File: config.mk
export PLATFORM = sky130hd
export DESIGN_NAME = mac_dot_scheduler
export DESIGN_NICKNAME = d
export VERILOG_FILES = /design/src/rtl/mac_dot_scheduler.sv
export SDC_FILE = /design/constraint.sdc
export NUM_CORES = 1
export LEC_CHECK = 0
export CAP_MARGIN = 20
export CORE_ASPECT_RATIO = 0.7
export CORE_UTILIZATION = 37
export DETAILED_ROUTE_END_ITERATION = 12
export PLACE_DENSITY = 0.9
export SLEW_MARGIN = 5
export SYNTH_ARGS = -nofsm -noshare
export SYNTH_HDL_FRONTEND = slang
export SYNTH_SLANG_ARGS = --single-unit
File: constraint.sdc
create_clock -name clk -period 2.2 [get_ports clk]
set_input_delay 0.22 -clock clk [delete_from_list [all_inputs] [get_ports clk]]
set_output_delay 0.22 -clock clk [all_outputs]
set_load 0.02 [all_outputs]
File: src/rtl/mac_dot_scheduler.sv
// Round-robin scheduler that shares one registered 12x12 MAC among NREQ
// dot-product requesters and returns each ID-tagged result.
module mac_dot_scheduler #(
    parameter int NREQ = 4,
    parameter int DW   = 12,
    parameter int ACCW = 25,
    parameter int LENW = 8,
    parameter int IDW  = 2
) (
    input  logic                 clk,
    input  logic                 reset,
    input  logic [NREQ-1:0]      req_valid,
    input  logic [NREQ*LENW-1:0] req_len,
    output logic [NREQ-1:0]      req_ready,
    input  logic [NREQ-1:0]      op_valid,
    input  logic [NREQ*DW-1:0]   op_a,
    input  logic [NREQ*DW-1:0]   op_b,
    output logic [NREQ-1:0]      op_ready,
    output logic [DW-1:0]        mac_a,
    output logic [DW-1:0]        mac_b,
    output logic                 mac_clr,
    input  logic [ACCW-1:0]      mac_acc,
    output logic                 res_valid,
    output logic [ACCW-1:0]      res_data,
    output logic [IDW-1:0]       res_id,
    input  logic                 res_ready
);

    // state   | meaning
    // S_IDLE  | arbitrate pending requests, pulse req_ready of the winner
    // S_CLEAR | clear MAC accumulator, reset pair counter
    // S_RUN   | stream granted requester's operand pairs into the MAC
    // S_DRAIN | mac inputs zero while the last product lands in mac_acc
    // S_DONE  | present registered result until res_ready
    typedef enum logic [2:0] {S_IDLE, S_CLEAR, S_RUN, S_DRAIN, S_DONE} state_t;

    state_t          state, state_nx;
    logic [IDW-1:0]  gid, last_grant, grant_id, idx;
    logic            grant_found;
    logic [LENW-1:0] len, cnt;
    logic            xfer;

    // Round-robin search starting just after the last completed grant.
    always_comb begin
        grant_found = 1'b0;
        grant_id    = '0;
        idx         = '0;
        for (int k = 0; k < NREQ; k++) begin
            idx = IDW'((int'(last_grant) + 1 + k) % NREQ);
            if (!grant_found && req_valid[idx]) begin
                grant_found = 1'b1;
                grant_id    = idx;
            end
        end
    end

    assign xfer = (state == S_RUN) && op_valid[gid] && !reset;

    always_ff @(posedge clk) begin
        if (reset) begin
            state      <= S_IDLE;
            gid        <= '0;
            len        <= '0;
            cnt        <= '0;
            last_grant <= IDW'(NREQ - 1);
            res_data   <= '0;
            res_id     <= '0;
        end else begin
            state <= state_nx;
            case (state)
                S_IDLE: begin
                    if (grant_found) begin
                        gid <= grant_id;
                        len <= req_len[int'(grant_id)*LENW +: LENW];
                    end
                end
                S_CLEAR: cnt <= '0;
                S_RUN:   if (xfer) cnt <= cnt + LENW'(1);
                S_DRAIN: begin
                    res_data <= mac_acc;
                    res_id   <= gid;
                end
                S_DONE:  if (res_ready) last_grant <= gid;
                default: ;
            endcase
        end
    end

    always_comb begin
        state_nx = state;
        case (state)
            S_IDLE:  if (grant_found) state_nx = S_CLEAR;
            S_CLEAR: state_nx = (len != '0) ? S_RUN : S_DRAIN;
            S_RUN:   if (xfer && (cnt == len - LENW'(1))) state_nx = S_DRAIN;
            S_DRAIN: state_nx = S_DONE;
            S_DONE:  if (res_ready) state_nx = S_IDLE;
            default: state_nx = S_IDLE;
        endcase
    end

    // Outputs are forced low while reset is asserted so an aborted job leaves no trace.
    always_comb begin
        req_ready = '0;
        op_ready  = '0;
        mac_a     = '0;
        mac_b     = '0;
        mac_clr   = 1'b0;
        res_valid = 1'b0;
        if (!reset) begin
            case (state)
                S_IDLE:  if (grant_found) req_ready[grant_id] = 1'b1;
                S_CLEAR: mac_clr = 1'b1;
                S_RUN: begin
                    op_ready[gid] = 1'b1;
                    if (xfer) begin
                        mac_a = op_a[int'(gid)*DW +: DW];
                        mac_b = op_b[int'(gid)*DW +: DW];
                    end
                end
                S_DONE:  res_valid = 1'b1;
                default: ;
            endcase
        end
    end

endmodule

-- Yosys cells after proc, flatten, opt, wreduce, memory -nomap -nowiden
Index checks and enable logic that the tools add are counted.
Widths: inputs -> output; s select.
- logic and storage cells: 97
- register bits: 50
- input port bits: 164
- output and inout bits: 61
- shifts and indexed selects: 3
- multiplexer cells: 44
- equality and inequality tests: 9
- reductions and logical operators: 19
- add/subtract/negate cells: 6
- multipliers: 1
- magnitude comparators: 8
- operator list (kind ; number):
    $mux 12 ; 6
    $shiftx 48x32->12 ; 1
    $shiftx 48x7->12 ; 1
    $shiftx 32x6->8 ; 1
    $mux 4 ; 5
    $lt 2x3->1 const B ; 6
    $mux 1 ; 16
    $pmux 8 s2 ; 1
    $pmux 3 s5 ; 1
    $bmux 1 s2 ; 5
    $mux 3 ; 3
    $add 8x1->8 const B ; 1
    $eq 8x8->1 ; 1
    $logic_and 1x1->1 ; 8
    $mux 2 ; 4
    $mux 8 ; 1
    $reduce_bool 8->1 ; 1
    $sub 8x1->8 const B ; 1
    $add 2x2->2 const B ; 3
    $eq 3x2->1 const B ; 2
    $ne 2x2->1 const B ; 3
    $reduce_and 2->1 ; 3
    $demux 1 s2 ; 2
    $ge 2x1->1 const B ; 2
    9 further kinds ; 12

-- Depth between registers and ports, before layout
Gate-level depths: netlist (run 1).
- depth after elaboration: 20
- depth in mapped cells: 7
- depth with buffers taken out: 7

-- Least setup slack after synthesis (run 1)
OpenSTA, ideal clock, no wires.
- path type: flip-flop to output port
- from: register state[2]
- to: output op_ready[1]
- setup slack: 0.323 ns
- required time: 1.980 ns
- buffers on the path: 3
- data arrival time: 1.657 ns
- stages on the path, launching flop included: 7
- path through: dfxtp_1 > clkbuf_1 > nor4b_2 > clkbuf_1 > clkbuf_1 > nand2_1 > nor2_1
- longest elaborated chain between the ends: 3
- ends and longest elaborated chain (item ; line ; source):
    start, declared ; 37 ; state_t state, state_nx;
    start signal, assigned ; 69 ; state <= state_nx;
    $eq 3x2->1 ; 110 ; case (state)
    $mux 4 ; 110 ;
    $mux 4 ; 109 ; if (!reset) begin
    end, declared ; 18 ; output logic [NREQ-1:0] op_ready,
Every way passes these cells.

-- Final worst setup path (run 1)
- from: register gid[0]
- to: output mac_a[5]
- longest elaborated chain between the ends: 7
- elaborated cells on any way between the ends: 9
- classes of those cells: mul (1); shift (1); mux (5); reduce/logical (2)
- ends and longest elaborated chain (item ; line ; source):
    start, declared ; 38 ; logic [IDW-1:0] gid, last_grant, grant_id, idx;
    start signal, assigned ; 73 ; gid <= grant_id;
    branches (longest 4 deep; another with $mul 2x2->4) ; -- ;
    $mux 12 (*) ; 115 ; if (xfer) begin
    $mux 12 (*) ; 110 ;
    $mux 12 (*) ; 109 ;
    end, declared ; 19 ; output logic [DW-1:0] mac_a,
Mark *: on every way between the ends. The select of a mux whose other input is x is not followed.

==> results of run 1 <==
logic make-up (layout without fill, tap and decap cells):
family | Yosys count | after routing | share of synthesized area (%)
simple gates | 178 | 178 | 26.3
compound gates | 71 | 71 | 13.5
flops | 50 | 50 | 29.2
mux | 38 | 38 | 20.4
buf+inv | 38 | 267 | 4.85
xor+xnor | 18 | 18 | 4.60
fa+ha+maj | 3 | 3 | 1.10
worst min-delay path, cell delays in order, from the launching register on:
cell,delay (ns)
dfxtp_1,0.31
nand2_1,0.05
a21oi_1,0.05
through the flow:
stage | cells | instance area, um2 | utilization [%] | setup WS (ns) | hold WS [ns]
2_1_floorplan | 396 | 3430 | - | 0.323 | 0.356
3_3_place_gp | 736 | 5930 | 67.9 | -0.0476 | 0.442
3_5_place_dp | 736 | 5930 | 67.9 | -0.144 | 0.445
4_1_cts | 745 | 6130 | 70.3 | 0.0149 | 0.455
5_1_grt | 745 | 6110 | 70.1 | -0.0370 | 0.480
6_report | 745 | 6110 | 70.1 | 0.0194 | 0.455
routing by layer:
layer	track usage [%]	routed length, um
met1	30.0	5040
met2	51.2	6720
met3	6.57	1070
met4	12.5	534
met5	0	0
worst max-delay path by stage:
stage / end / slack, ns / depth (start not counted)
after global routing: mac_a[5] / -0.04 / 4
after floorplan: op_ready[1] / 0.32 / 6
after detailed placement: req_ready[1] / -0.14 / 6
after CTS: mac_a[0] / 0.01 / 4
final: mac_a[5] / 0.02 / 4
after global placement: req_ready[0] / -0.05 / 6
final cells by class:
class	count	area, um2
fill	664	2610
timing repair buffer	254	2460
multi-input combinational	308	2270
sequential	50	1010
tap	120	150
clock buffer	6	139
clock inverter	2	60.1
inverter	5	18.8
power groups by stage:
stage / Clock [W] / Combinational [W] / Sequential (W)
after detailed placement: 0 / 0.00218 / 0.00119
final: 0.00102 / 0.00224 / 0.00118
after CTS: 0.00103 / 0.00223 / 0.00118
after global placement: 0 / 0.00211 / 0.00118
after floorplan: 0 / 0.00130 / 0.00118
after global routing: 0.00107 / 0.00241 / 0.00120
sequential cells by signal, summed over array words and instances (netlist names):
register	flops
res_data	25
cnt	8
len	8
state	3
gid	2
last_grant	2
res_id	2
layout by cell type, fill, tap and decap left out, types with 3 or more instances in the layout:
| cell type | instances |
|---|---|
| xor2_1 | 3 |
| a2111oi_0 | 5 |
| nand4_1 | 6 |
| o21ai_0 | 3 |
| nand3_1 | 10 |
| o211ai_1 | 5 |
| ha_1 | 3 |
| buf_4 | 27 |
| nor4_1 | 3 |
| inv_1 | 5 |
| nand2b_1 | 3 |
| nor3_1 | 10 |
| clkbuf_16 | 5 |
| and3_1 | 27 |
| nor2_1 | 24 |
| nand2_1 | 69 |
| a221o_1 | 3 |
| clkbuf_2 | 4 |
| clkdlybuf4s50_1 | 192 |
| mux4_2 | 25 |
| dfxtp_1 | 48 |
| a31oi_1 | 6 |
| mux2i_1 | 10 |
| and3b_1 | 3 |
| a21oi_1 | 34 |
| xnor2_1 | 15 |
| nor2b_1 | 6 |
| a211o_1 | 3 |
| dlygate4sd2_1 | 24 |
| or2_2 | 4 |
| nor3b_1 | 3 |
timing repair:
action	4_1_cts	5_1_grt
setup endpoints to repair	32	10
gates cloned	1	0
gates resized for setup	39	11
hold buffers	0	0
synthesized netlist by cell type (all sizes together), types with 2 or more instances:
cell type and instances:
nand4 6, a21oi 36, nand3b 2, nor2b 6, clkbuf 20, nor4b 2
nand2b 3, ha 3, mux2 3, a221o 3, nor3 10, dfxtp 50
o211ai 5, inv 5, nand2 69, and3 27, a2111oi 5, mux4 25
and3b 3, nand3 10, nor4 4, o21ai 4, a31oi 6, or2 4
xor2 3, xnor2 15, mux2i 10, a211oi 2, nor3b 3, a211o 3
or3 2, buf 13, nor2 25
==> metrics.yaml, run 1 <==
clk_pin_slew_ns: 0.07
rsz0062_at_grt: "yes"
clk_latency_ns: 0.29
start_util_pct: 39.3
grt_usage_pct: 27.5
worst_pin_slew_ns: 0.540
hold_depth: 2
finalHoldViolations: 0
p_sw_w: 0.00151
diodes: 0
period_share_pct: 99.1
intPower_w: 0.00293
cts_tree: "done"
post-dp-hpwl_um: 10700
grt_pass1_wl_um: 19900
nets: 791
synth.avg_cell_area_um2: 8.66
path_cells: "buf_4, mux4_2, and3_1, dlygate4sd2_1"
gp_congestion: 0.903
syn_nets: 563
critPathTopFamily: "buffers and inverters"
fin_tns_setup_ns: 0
wire_per_inst_um: 17.9
outcome: "complete, no violations"
worstHoldEndpoint: "res_data[11]"
postRouteAntennaNets: 0
yosys.area.top_type_share_pct: 29.2
yosys_warnings: 0
worstSetupPathType: "register to output port"
ctsHtreeMaxLevel: 2
synth_flop_cell: "dfxtp_1"
drive_gt1_share_pct: 13.9
clock_path_buffers: 2
rr_worst_depth: 6
grt-ovfl-total: 0
drv_slew: 0
clock_power_share_pct: 23.1
cp_slowest_cell: "mux4_2"
drt_wl_total_um: 13400
pwr-share-seq_pct: 26.6
synth_edf_count: 0
startpoint_type: "register"
synthTopCellsByArea: "dfxtp_1, mux4_2, nand2_1"
area_growth_pct: 78.3
startpoint: "gid[0]"
skew_ns: 0.00529
drt_iter0_markers: 198
synth_area_leader_cell: "dfxtp_1"
port-buffer-count: 224
synthCells: 396
syn_area_um2: 3430
r2r-end: "len[0]"
power.density_nw_per_um2: 727
hold_path_class: "register to register"
cp_data_arrival_time_ns: 1.96
async_reset_ff_share_pct: 0
min_from: "res_data[11]"
drv_cap: 0
firstDrtPassIters: 5
routed_via_density: 5.44
required_ns: 1.98
power_switching_share_pct: 33.9
vias: 4054
leakagePower_nw: 2.41
ys_ff_latch: 50
max_slew_margin_pct: 63.7
critPathBufInv: 2
cts_made_buffers: 5
crit_path_end_kind: "output port"
clock-sinks: 50
coreArea_um2: 8720
irDropWorstVdd_mv: 0.477
worstPathMaxFanout: 7
clock.fmax_mhz: 459
synth_cell_type_count: 49
grt_pass1_vias: 3946
rows: 28
die_y_um: 82.5
setup_viol: 0
die_area_um2: 9660
reg2reg_setup_slack_ns: 0.18
grt_max_degree: 41
slowest_delay_ns: 0.53
p_comb_share_pct: 50.3
antenna_found_initial: 0
die_w_um: 117
rr_startpoint: "last_grant[1]"
yosysSeqAreaShare_pct: 29.2
post_cts_buffers: 0
power_w: 0.00444
finalCriticalPeriod_ns: 2.18
io_pins: 225
clockRootBuffer: "clkbuf_16"
drc: 0
No activity file was read; power rests on OpenSTA's default activity.
==> run 2: changes to the inputs <==
- SLEW_MARGIN: 5 -> default
==> results of run 2 <==
Final layout, timing and power as in run 1 (identical DEF).
